File: config.mk
export PLATFORM = sky130hd
export DESIGN_NAME = uart_sample_framer
export DESIGN_NICKNAME = d
export VERILOG_FILES = /design/src/rtl/uart_sample_framer.sv
export SDC_FILE = /design/constraint.sdc
export NUM_CORES = 1
export LEC_CHECK = 0
export ABC_AREA = 1
export CAP_MARGIN = 20
export CORE_MARGIN = 10
export CORE_UTILIZATION = 50
export CTS_CLUSTER_SIZE = 40
export DETAILED_ROUTE_END_ITERATION = 6
export HOLD_SLACK_MARGIN = 0.1
export PLACE_DENSITY = 0.81
export SLEW_MARGIN = 10
export SYNTH_ARGS = -nofsm -noshare
export SYNTH_HDL_FRONTEND = slang
export SYNTH_SLANG_ARGS = --single-unit
File: constraint.sdc
create_clock -name clk_i -period 1.9 [get_ports clk_i]
set_input_delay 0.285 -clock clk_i [delete_from_list [all_inputs] [get_ports clk_i]]
set_output_delay 0.285 -clock clk_i [all_outputs]
set_load 0.02 [all_outputs]
File: src/rtl/uart_sample_framer.sv
// Byte-to-sample framer: hunts for a sync byte, packs little-endian 16-bit samples
// into a 2-entry stream FIFO, and reports each frame as good (checksum) or bad.
module uart_sample_framer #(
  parameter int unsigned SAMPLE_COUNT   = 64,
  parameter logic [7:0]  SYNC_BYTE      = 8'hA5,
  parameter int unsigned TIMEOUT_CYCLES = 50000
) (
  input  logic        clk_i,
  input  logic        rst_i,
  input  logic [7:0]  rx_data_i,
  input  logic        rx_valid_i,
  output logic [15:0] sample_data_o,
  output logic        sample_valid_o,
  input  logic        sample_ready_i,
  output logic        sample_last_o,
  output logic        frame_ok_o,
  output logic        frame_err_o,
  output logic        busy_o
);

  localparam int unsigned IW = (SAMPLE_COUNT > 1) ? $clog2(SAMPLE_COUNT) : 1;
  localparam int unsigned TW = $clog2(TIMEOUT_CYCLES + 1);
  localparam logic [IW-1:0] LAST_IDX = IW'(SAMPLE_COUNT - 1);
  localparam logic [TW-1:0] TMO_LAST = TW'(TIMEOUT_CYCLES - 1);

  typedef enum logic [1:0] {
    HUNT = 2'd0,
    LO   = 2'd1,
    HI   = 2'd2,
    CSUM = 2'd3
  } state_e;

  function automatic logic [7:0] csum_add(input logic [7:0] acc, input logic [7:0] b);
    return acc ^ b;
  endfunction

  state_e        state_q, state_d;
  logic [7:0]    lo_q, lo_d;
  logic [7:0]    csum_q, csum_d;
  logic [IW-1:0] idx_q, idx_d;
  logic [TW-1:0] tmo_q, tmo_d;
  logic          ok_q, ok_d;
  logic          err_q, err_d;

  logic [16:0]   mem_q [2];
  logic [1:0]    count_q, count_d;
  logic          rd_ptr_q, wr_ptr_q;
  logic          push_s, pop_s, full_s;
  logic [16:0]   push_word_s;

  assign full_s         = (count_q == 2'd2);
  assign sample_valid_o = (count_q != 2'd0);
  assign pop_s          = sample_valid_o & sample_ready_i;
  assign sample_data_o  = mem_q[rd_ptr_q][15:0];
  assign sample_last_o  = sample_valid_o & mem_q[rd_ptr_q][16];
  assign frame_ok_o     = ok_q;
  assign frame_err_o    = err_q;
  assign busy_o         = (state_q != HUNT);

  // Framer next-state: timeout handling first, byte handling may override on a strobe
  always_comb begin
    state_d     = state_q;
    lo_d        = lo_q;
    csum_d      = csum_q;
    idx_d       = idx_q;
    tmo_d       = tmo_q;
    ok_d        = 1'b0;
    err_d       = 1'b0;
    push_s      = 1'b0;
    push_word_s = 17'd0;

    if (rx_valid_i) begin
      tmo_d = {TW{1'b0}};
    end else if (state_q != HUNT) begin
      if (tmo_q == TMO_LAST) begin
        err_d   = 1'b1;
        state_d = HUNT;
      end else begin
        tmo_d = tmo_q + TW'(1);
      end
    end else begin
      tmo_d = tmo_q;
    end

    case (state_q)
      HUNT: begin
        if (rx_valid_i && (rx_data_i == SYNC_BYTE)) begin
          csum_d  = 8'd0;
          idx_d   = {IW{1'b0}};
          state_d = LO;
        end else begin
          state_d = HUNT;
        end
      end
      LO: begin
        if (rx_valid_i) begin
          lo_d    = rx_data_i;
          csum_d  = csum_add(csum_q, rx_data_i);
          state_d = HI;
        end else begin
          lo_d = lo_q;
        end
      end
      HI: begin
        if (rx_valid_i) begin
          csum_d = csum_add(csum_q, rx_data_i);
          // Full with no pop this cycle: nowhere to put the sample, abort the frame
          if (full_s && !pop_s) begin
            err_d   = 1'b1;
            state_d = HUNT;
          end else begin
            push_s      = 1'b1;
            push_word_s = {(idx_q == LAST_IDX), rx_data_i, lo_q};
            if (idx_q == LAST_IDX) begin
              state_d = CSUM;
            end else begin
              idx_d   = idx_q + IW'(1);
              state_d = LO;
            end
          end
        end else begin
          csum_d = csum_q;
        end
      end
      CSUM: begin
        if (rx_valid_i) begin
          if (rx_data_i == csum_q) begin
            ok_d = 1'b1;
          end else begin
            err_d = 1'b1;
          end
          state_d = HUNT;
        end else begin
          csum_d = csum_q;
        end
      end
      default: begin
        state_d = HUNT;
      end
    endcase
  end

  // Framer state registers
  always_ff @(posedge clk_i) begin
    if (rst_i) begin
      state_q <= HUNT;
      lo_q    <= 8'd0;
      csum_q  <= 8'd0;
      idx_q   <= {IW{1'b0}};
      tmo_q   <= {TW{1'b0}};
      ok_q    <= 1'b0;
      err_q   <= 1'b0;
    end else begin
      state_q <= state_d;
      lo_q    <= lo_d;
      csum_q  <= csum_d;
      idx_q   <= idx_d;
      tmo_q   <= tmo_d;
      ok_q    <= ok_d;
      err_q   <= err_d;
    end
  end

  // FIFO occupancy next-state
  always_comb begin
    count_d = count_q;
    case ({push_s, pop_s})
      2'b10:   count_d = count_q + 2'd1;
      2'b01:   count_d = count_q - 2'd1;
      default: count_d = count_q;
    endcase
  end

  // FIFO storage; a push while full always coincides with a pop of the head it overwrites
  always_ff @(posedge clk_i) begin
    if (rst_i) begin
      mem_q[0] <= 17'd0;
      mem_q[1] <= 17'd0;
      wr_ptr_q <= 1'b0;
      rd_ptr_q <= 1'b0;
      count_q  <= 2'd0;
    end else begin
      if (push_s) begin
        mem_q[wr_ptr_q] <= push_word_s;
        wr_ptr_q        <= ~wr_ptr_q;
      end else begin
        wr_ptr_q <= wr_ptr_q;
      end
      if (pop_s) begin
        rd_ptr_q <= ~rd_ptr_q;
      end else begin
        rd_ptr_q <= rd_ptr_q;
      end
      count_q <= count_d;
    end
  end

endmodule

==> Yosys cells after proc, flatten, opt, wreduce, memory -nomap -nowiden <==
Memories as Yosys holds them, arrays and structs flattened. A register that Yosys moved wholly into a read port is not among the register bits.
Cells that the tools add are included.
{ "word_totals": {"n_memories": 1, "ramBits": 34, "regBits": 46, "in_bits": 12, "wordCells": 97, "out_inout_bits": 21} }
{ "op_classes": {"addsub": 4, "n_reduce_logical": 16, "n_eq_ne": 15, "muxes": 43, "n_bitwise": 8} }
{ "memory_table": {"columns": ["memory", "depth", "word_bits", "rd", "rd_clocked_by_memory_dff", "write_ports", "line", "text"], "rows": [
  ["mem_q", 2, 17, 1, 1, 2, "45", "logic [16:0] mem_q [2];"]
]} }
{ "op_table": {"columns": ["cell", "count"], "rows": [
  ["$mux W17", 4],
  ["$mux W6", 4],
  ["$mux W1", 21],
  ["$reduce_or A17 Y1", 1],
  ["$add A16 B1 Y16 const B", 1],
  ["$eq A16 B16 Y1 const B", 1],
  ["$mux W8", 2],
  ["$pmux W8 S2", 1],
  ["$mux W2", 7],
  ["$pmux W6 S2", 1],
  ["$eq A2 B2 Y1 const B", 4],
  ["$eq A8 B8 Y1", 1],
  ["$eq A8 B8 Y1 const B", 1],
  ["$ne A2 B2 Y1 const B", 4],
  ["$pmux W2 S4", 1],
  ["$reduce_bool A2 Y1", 4],
  ["$xor A8 B8 Y8", 1],
  ["$add A6 B1 Y6 const B", 1],
  ["$eq A6 B6 Y1 const B", 1],
  ["$not A1 Y1", 5],
  ["$reduce_and A5 Y1", 1],
  ["$eq A2 B1 Y1 const B", 2],
  ["$pmux W2 S2", 1],
  ["$reduce_and A2 Y1", 2],
  ["11 further kinds", 14]
]} }

==> Logic depth before layout (Yosys ltp) <==
Gate-level depths: netlist (run 1).
{ "depth": {"word_depth": 12, "depth_mapped": 10, "depth_no_buf": 9} }

==> Worst setup path after synthesis (run 1) <==
OpenSTA, ideal clock, no wires.
{ "synth_path": {"path_type": "reg2reg", "startpoint": "register state_q[0]", "endpoint": "memory mem_q[0][0] (enable)", "path_stages_with_launch": 8, "arrival_ps": 1572, "slack_ps": -45, "period_less_slack_ps": 1945, "setup_time_ps": 374, "n_path_buf": 1, "t_required_ps": 1526, "path_cell_list": "dfxtp_1 > inv_1 > ha_1 > nand3_2 > nor2_1 > nand2_2 > buf_2 > nand2_1"} }
{ "synth_lines": {"columns": ["element", "line", "text"], "rows": [
  ["start, declared", "37", "state_e state_q, state_d;"],
  ["start signal, assigned", "154", "state_q <= state_d;"],
  ["end, declared", "45", null]
]} }

==> Worst setup path in the final report (run 1) <==
{ "layout_path": {"startpoint": "register count_q[0]", "endpoint": "output sample_valid_o"} }
{ "layout_via": {"elab_chain_cells": 1} }
{ "layout_rtl": {"columns": ["element", "line", "text"], "rows": [
  ["start, declared", "46", "logic [1:0] count_q, count_d;"],
  ["start signal, assigned", "194", "count_q <= count_d;"],
  ["$reduce_bool A2 Y1", "52", "assign sample_valid_o = (count_q != 2'd0);"],
  ["end, declared", "13", "output logic sample_valid_o,"]
]} }
No other way between the ends.

==> impl_metrics.py, run 1 <==
metrics = {
    "clock_network": {
        "clock_sinks": 81,
        "cts_tree": "built",
        "clkLatencyLatePin_ns": 0.35,
        "clock-root-buffer": "clkbuf_8",
        "clk_pin_slew_worst_paths_ns": 0.08,
        "cts_buffers": 9,
        "post_cts_resized": 18,
        "h-tree-depth": 3,
        "clockBufferDepth": 2,
        "cts_hold_buf": 0,
        "cts_setup_buffers": 0,
    },
    "timing": {
        "rsz0062_at_grt": "false",
        "setup_tns_ns": 0,
        "relSlewSlack_pct": 74.0,
        "slew_violations": 0,
        "period_share_pct": 93.6,
        "setup_viol": 0,
        "fmax_mhz": 562,
        "fin_crit_ns": 1.78,
        "finalHoldViolations": 0,
        "fin_ws_ns": 0.121,
        "finalClockSkew_ns": 0.0111,
        "worstMarginPinSlew_ns": 0.390,
    },
    "setup_path": {
        "cp_max_fo": 6,
        "cp_slowest_stage_delay_ns": 0.59,
        "crit_path_end_kind": "output pin",
        "regToRegStartpoint": "state_q[0]",
        "reg2reg_depth": 9,
        "reg2reg_to": "count_q[1]",
        "path_cells": "nor2_2 > inv_1 > clkdlybuf4s50_1",
        "slowest_stage": "clkdlybuf4s50_1",
        "critPathLaunchType": "register",
        "crit_type": "reg -> out",
        "worst_ep_required_time_ns": 1.62,
        "cp.arrival_ns": 1.49,
        "r2r_setup_slack_ns": 0.22,
        "critical_path.endpoint": "sample_valid_o",
        "critPathLaunch": "count_q[0]",
    },
    "power_and_ir_drop": {
        "finalPower_mw": 3.42,
        "leakage_nw": 1.91,
        "clockPowerShare_pct": 40.9,
        "seq_power_share_pct": 53.7,
        "combPwrFrac_pct": 5.4,
        "switching_power_uw": 763,
        "p_int_mw": 2.66,
        "p_sw_share_pct": 22.3,
        "ir_drop_mv": 0.369,
        "p_per_area_nw_per_um2": 715,
    },
    "min_path": {
        "min-delay-path-class": "reg -> reg",
        "hold_start": "rd_ptr_q",
    },
    "placed_design": {
        "numPortBuffers": 32,
        "dp.cells": 665,
        "routabilityCongestion": 0.870,
        "dp_hpwl_um": 6430,
        "dpl_worst_slack_ns": 0.00109,
    },
    "routing": {
        "vias_per_cell": 5.06,
        "ant_nets": 0,
        "wl_per_cell_um": 12.9,
        "dr_total_vias": 3445,
        "drt_pass1_iterations": 7,
        "drt_first_iter_violations": 158,
        "drcViolationCount": 0,
        "wirelength_um": 8770,
    },
    "synthesis": {
        "synth_nets": 534,
        "yosysUniqueCellTypes": 29,
        "ys_seq_elements": 81,
        "postSynthCellCount": 515,
        "synth_top_area_cell": "edfxtp_1",
        "synth.avg_cell_area_um2": 7.67,
        "synth_area_um2": 3950,
        "yosysWarnings": 0,
        "yosys-top-cells-area": "edfxtp_1 26%, dfxtp_1 24%, nand2_1 14%",
        "synth_top_area_share_pct": 25.8,
        "yosysSeqAreaShare_pct": 49.7,
    },
    "layout": {
        "num-fill-cells": 644,
        "drive_above_1_share_pct": 10.4,
        "utilization_pct": 62.3,
        "n_antenna_cell": 0,
        "area_growth_pct": 21.2,
        "finalNetCount": 593,
        "instances_no_fill": 681,
    },
    "run": {
        "maxCapViolations": 0,
    },
    "die": {
        "rows": 32,
        "dieArea_um2": 11900,
        "core_region_area_um2": 7690,
        "io_pins": 33,
        "chipWidth_um": 109,
        "fp.dieH_um": 109,
        "initial_utilization_pct": 51.4,
    },
    "global_routing": {
        "grt_pass1_wl_um": 14900,
        "grtUsageTotal_pct": 15.2,
        "antenna_found_initial": 0,
        "grt_start_max_net_pins": 19,
        "grt_pass1_vias": 3346,
        "overflow": 0,
    },
    "status": {
        "outcome": "complete, no violations",
    },
}
==> synthesized netlist by cell type <==
| cell type | n |
|---|---|
| xor2_1 | 6 |
| o21ai_2 | 2 |
| buf_6 | 2 |
| nand3b_1 | 2 |
| o21ai_1 | 2 |
| nand4_1 | 12 |
| ha_1 | 7 |
| inv_2 | 2 |
| buf_1 | 1 |
| or2_2 | 1 |
| nand3_2 | 4 |
| nor3_1 | 7 |
| buf_2 | 3 |
| a31oi_1 | 2 |
| and2_1 | 1 |
| a21oi_1 | 43 |
| nor2_1 | 81 |
| dfxtp_1 | 47 |
| nand2_1 | 149 |
| nand3_1 | 20 |
| edfxtp_1 | 34 |
| o21ai_0 | 19 |
| nand2_2 | 1 |
| buf_4 | 1 |
| nand2_4 | 1 |
| inv_1 | 48 |
| xnor2_1 | 8 |
| clkbuf_1 | 6 |
| clkinv_1 | 3 |
==> through the flow <==
step	area, um^2	hold slack (ns)
floorplan	3960	0.426
global placement	4590	0.435
detailed placement	4590	0.439
CTS	4790	0.455
global route	4790	0.490
finish	4790	0.463
==> worst min-delay path by stage <==
stage / endpoint / depth (start not counted)
detailed placement: register / 1
global placement: rd_ptr_q / 1
global route: register / 1
floorplan: register / 1
finish: rd_ptr_q / 1
CTS: register / 1
==> cells in the final DEF (no fill, tap or decap) <==
master / instances
dlygate4sd2_1: 17
inv_1: 48
clkinv_1: 3
nand3_2: 4
nor3_1: 7
clkdlybuf4s50_1: 14
xnor2_1: 8
a21oi_1: 43
nand3b_1: 2
or2_2: 1
a31oi_1: 2
inv_6: 2
clkinvlp_4: 2
nor2_1: 80
clkbuf_2: 1
nand2_2: 3
o21ai_2: 2
clkbuf_8: 9
buf_12: 3
nand3_1: 20
nand2_1: 147
bufinv_16: 2
edfxtp_1: 34
inv_2: 2
o21ai_1: 2
nand2_4: 1
xor2_1: 6
o21ai_0: 19
clkinv_4: 1
nand4_1: 12
ha_1: 7
dfxtp_1: 47
buf_4: 26
nor2_2: 1
and2_1: 1
==> state kept, by name (all words and copies together), names as in the netlist, 2 cells and up, named ones only <==
signal	count
mem_q	34
state_q	2
count_q	2
csum_q	8
tmo_q	16
lo_q	8
idx_q	6
==> cell families after synthesis <==
group	after synthesis	synth area share, %
AND/OR/NAND/NOR	279	29.3
adder cells (fa/ha/maj)	7	2.22
flip-flops	81	49.7
buffers and inverters	66	6.84
AO/OA/AOI/OAI	68	8.87
XOR/XNOR	14	3.10
==> layer usage <==
layer,wire length (um),track usage [%]
met5,0,0
met4,85,3.86
met3,361,3.01
met2,4640,28.7
met1,3690,16.9
==> power groups by stage <==
stage,clock network [mW],logic [mW],registers [mW]
final,1.40,0.186,1.84
after global routing,1.49,0.201,1.84
after CTS,1.41,0.188,1.84
after detailed placement,0,0.196,1.88
after global placement,0,0.193,1.88
after floorplan,0,0.0820,1.88
==> critical path, delay by kind of cell (launching register included) <==
kind / cells / cell delay (ns)
buf+inv: 2 / 0.64
flops: 1 / 0.42
simple gates: 1 / 0.09
==> area by class of cell <==
class                   count  area (um^2)  share of cell area [%]
repair buffers             61          549                    11.5
flip-flops and latches     81         1960                    41.0
clock inverters             7          101                    2.12
well taps                 102          128                    2.66
inverters                  53          199                    4.15
clock buffers               9          124                    2.59
multi-input cells         368         1730                    36.1
No activity file was read; power rests on OpenSTA's default activity.
==> run 2: changes to the inputs <==
--- a/config.mk
+++ b/config.mk
@@ -13,6 +13,7 @@
 export DETAILED_ROUTE_END_ITERATION = 6
 export HOLD_SLACK_MARGIN = 0.1
 export PLACE_DENSITY = 0.81
+export SETUP_SLACK_MARGIN = 0.02
 export SLEW_MARGIN = 10
 export SYNTH_ARGS = -nofsm -noshare
 export SYNTH_HDL_FRONTEND = slang
==> constraint.sdc (replaced) <==
create_clock -name clk_i -period 1.9 [get_ports clk_i]
set_input_delay 0.285 -clock clk_i [delete_from_list [all_inputs] [get_ports clk_i]]
set_output_delay 0.285 -clock clk_i [all_outputs]
set_load 0.005 [all_outputs]
==> run 2 against run 1 <==
Compared with the run above: utilization up 0.60 points; via count up 1.2%; count of clock-buffer cells in the layout unchanged; combinational power down 3%; largest cell class unchanged; largest power group unchanged; highest routed layer unchanged.
==> impl_metrics.py, run 2 (synthesized netlist as in run 1, its figures left out) <==
metrics = {
    "run": {
        "maxCapViolations": 0,
    },
    "clock_network": {
        "clock_sinks": 81,
        "cts_tree": "built",
        "h-tree-depth": 3,
        "clock-root-buffer": "clkbuf_8",
        "cts_setup_buffers": 0,
        "clkLatencyLatePin_ns": 0.35,
        "cts_hold_buf": 0,
        "clockBufferDepth": 2,
        "clk_pin_slew_worst_paths_ns": 0.08,
        "cts_buffers": 9,
    },
    "setup_path": {
        "reg2reg_depth": 8,
        "critPathLaunchType": "register",
        "crit_type": "reg -> out",
        "crit_path_end_kind": "output pin",
        "cp.arrival_ns": 1.54,
        "worst_ep_required_time_ns": 1.62,
        "r2r_setup_slack_ns": 0.25,
        "reg2reg_to": "tmo_q[0]",
        "regToRegStartpoint": "tmo_q[0]",
        "critical_path.endpoint": "sample_data_o[13]",
        "cp_max_fo": 16,
    },
    "layout": {
        "drive_above_1_share_pct": 11.1,
        "final_common_cell": "nand2_1",
        "num-fill-cells": 622,
        "finalNetCount": 593,
        "multi_input_area_um2": 1730,
        "instances_no_fill": 681,
        "regArea_um2": 1970,
        "area_growth_pct": 22.4,
        "n_antenna_cell": 0,
        "max_flop_register": "mem_q",
        "final_cell_mix": "147 x nand2_1, 81 x nor2_1, 48 x inv_1, 43 x a21oi_1, 43 x dfxtp_1",
        "largestRegisters": "mem_q (34), tmo_q (16)",
        "largest_reg_flops": 34,
    },
    "die": {
        "chipWidth_um": 109,
        "fp.dieH_um": 109,
        "io_pins": 33,
        "rows": 32,
        "dieArea_um2": 11900,
        "core_region_area_um2": 7690,
        "initial_utilization_pct": 51.4,
    },
    "global_routing": {
        "grt_start_max_net_pins": 19,
        "grt_pass1_vias": 3350,
        "overflow": 0,
        "grtUsageTotal_pct": 15.1,
        "antenna_found_initial": 0,
        "grt_pass1_wl_um": 14900,
    },
    "power_and_ir_drop": {
        "ir_drop_mv": 0.373,
        "finalPower_mw": 3.42,
        "leakage_nw": 1.88,
        "p_per_area_nw_per_um2": 707,
    },
    "timing": {
        "finalHoldViolations": 0,
        "setup_tns_ns": 0,
        "worst_hold_slack_ns": 0.456,
        "relSlewSlack_pct": 73.6,
        "slew_violations": 0,
        "finalClockSkew_ns": 0.0102,
        "fmax_mhz": 547,
        "setup_viol": 0,
        "fin_crit_ns": 1.83,
        "period_share_pct": 96.3,
        "fin_ws_ns": 0.0705,
        "rsz0062_at_grt": "false",
        "worstMarginPinSlew_ns": 0.396,
    },
    "status": {
        "outcome": "complete, no violations",
    },
    "routing": {
        "dr_total_vias": 3485,
        "wirelength_um": 8820,
        "drcViolationCount": 0,
        "drt_pass1_iterations": 5,
        "vias_per_cell": 5.12,
        "ant_nets": 0,
        "wl_per_cell_um": 13.0,
        "drt_first_iter_violations": 157,
    },
    "placed_design": {
        "dp_hpwl_um": 6430,
        "routabilityCongestion": 0.870,
        "dp.cells": 665,
        "dpl_worst_slack_ns": 0.00109,
        "numPortBuffers": 32,
    },
    "min_path": {
        "hold_start": "rd_ptr_q",
        "min-delay-path-class": "reg -> reg",
    },
}
==> run 2: changes by cell type in the layout (fill, tap and decap cells not counted), sizes merged <==
cell,delta
clkdlybuf4s50,+16
dlygate4sd2,-16
clkbuf,-1
dlymetal6s2s,+1
==> run 2: critical path, stage by stage, from the launching register on <==
cell	delay, ns
dfxtp_2	0.34
clkinv_1	0.07
buf_8	0.15
nand2_1	0.07
nand2_1	0.06
clkdlybuf4s50_1	0.51
==> run 2: how the worst min path moves through the flow <==
| stage | end | slack [ns] | cells after the start |
|---|---|---|---|
| 6_report | register | 0.46 | 1 |
| 5_1_grt | register | 0.48 | 1 |
| 3_3_place_gp | rd_ptr_q | 0.44 | 1 |
| 3_5_place_dp | register | 0.44 | 1 |
| 2_1_floorplan | register | 0.43 | 1 |
| 4_1_cts | register | 0.45 | 1 |
==> run 2: layout make-up <==
| type | instances | share of cell area, % |
|---|---|---|
| Clock buffer | 9 | 2.56 |
| Sequential cell | 81 | 40.7 |
| Multi-Input combinational cell | 368 | 35.8 |
| Clock inverter | 7 | 2.10 |
| Tap cell | 102 | 2.64 |
| Inverter | 53 | 4.11 |
| Timing Repair Buffer | 61 | 12.2 |
==> run 2: report_power, final <==
| part | internal, mW | leakage [nW] | switching [mW] |
|---|---|---|---|
| sequential | 1.83 | 0.731 | 0.00643 |
| combinational | 0.0876 | 1.04 | 0.0921 |
| clock | 0.751 | 0.106 | 0.653 |
==> run 2: what timing repair did <==
item | CTS | global route
gates resized for setup | 7 | 4
setup endpoints to repair | 6 | 3
pin swaps | 0 | 0
==> run 2: per-layer routing <==
layer / share of wire [%] / routed length, um / up-vias / global-route usage [%]
met5: 0 / 0 / - / 0
met4: 0.84 / 74 / 0 / 4.14
met3: 4.2 / 373 / 10 / 2.95
met2: 52 / 4630 / 76 / 28.4
met1: 42 / 3740 / 1616 / 16.9
li1: - / - / 1783 / -
==> run 2: stage by stage <==
stage | util (%) | cell area, um^2
6_report | 62.9 | 4840
5_1_grt | 62.9 | 4840
4_1_cts | 62.8 | 4830
3_5_place_dp | 59.7 | 4590
3_3_place_gp | 59.7 | 4590
2_1_floorplan | - | 3960
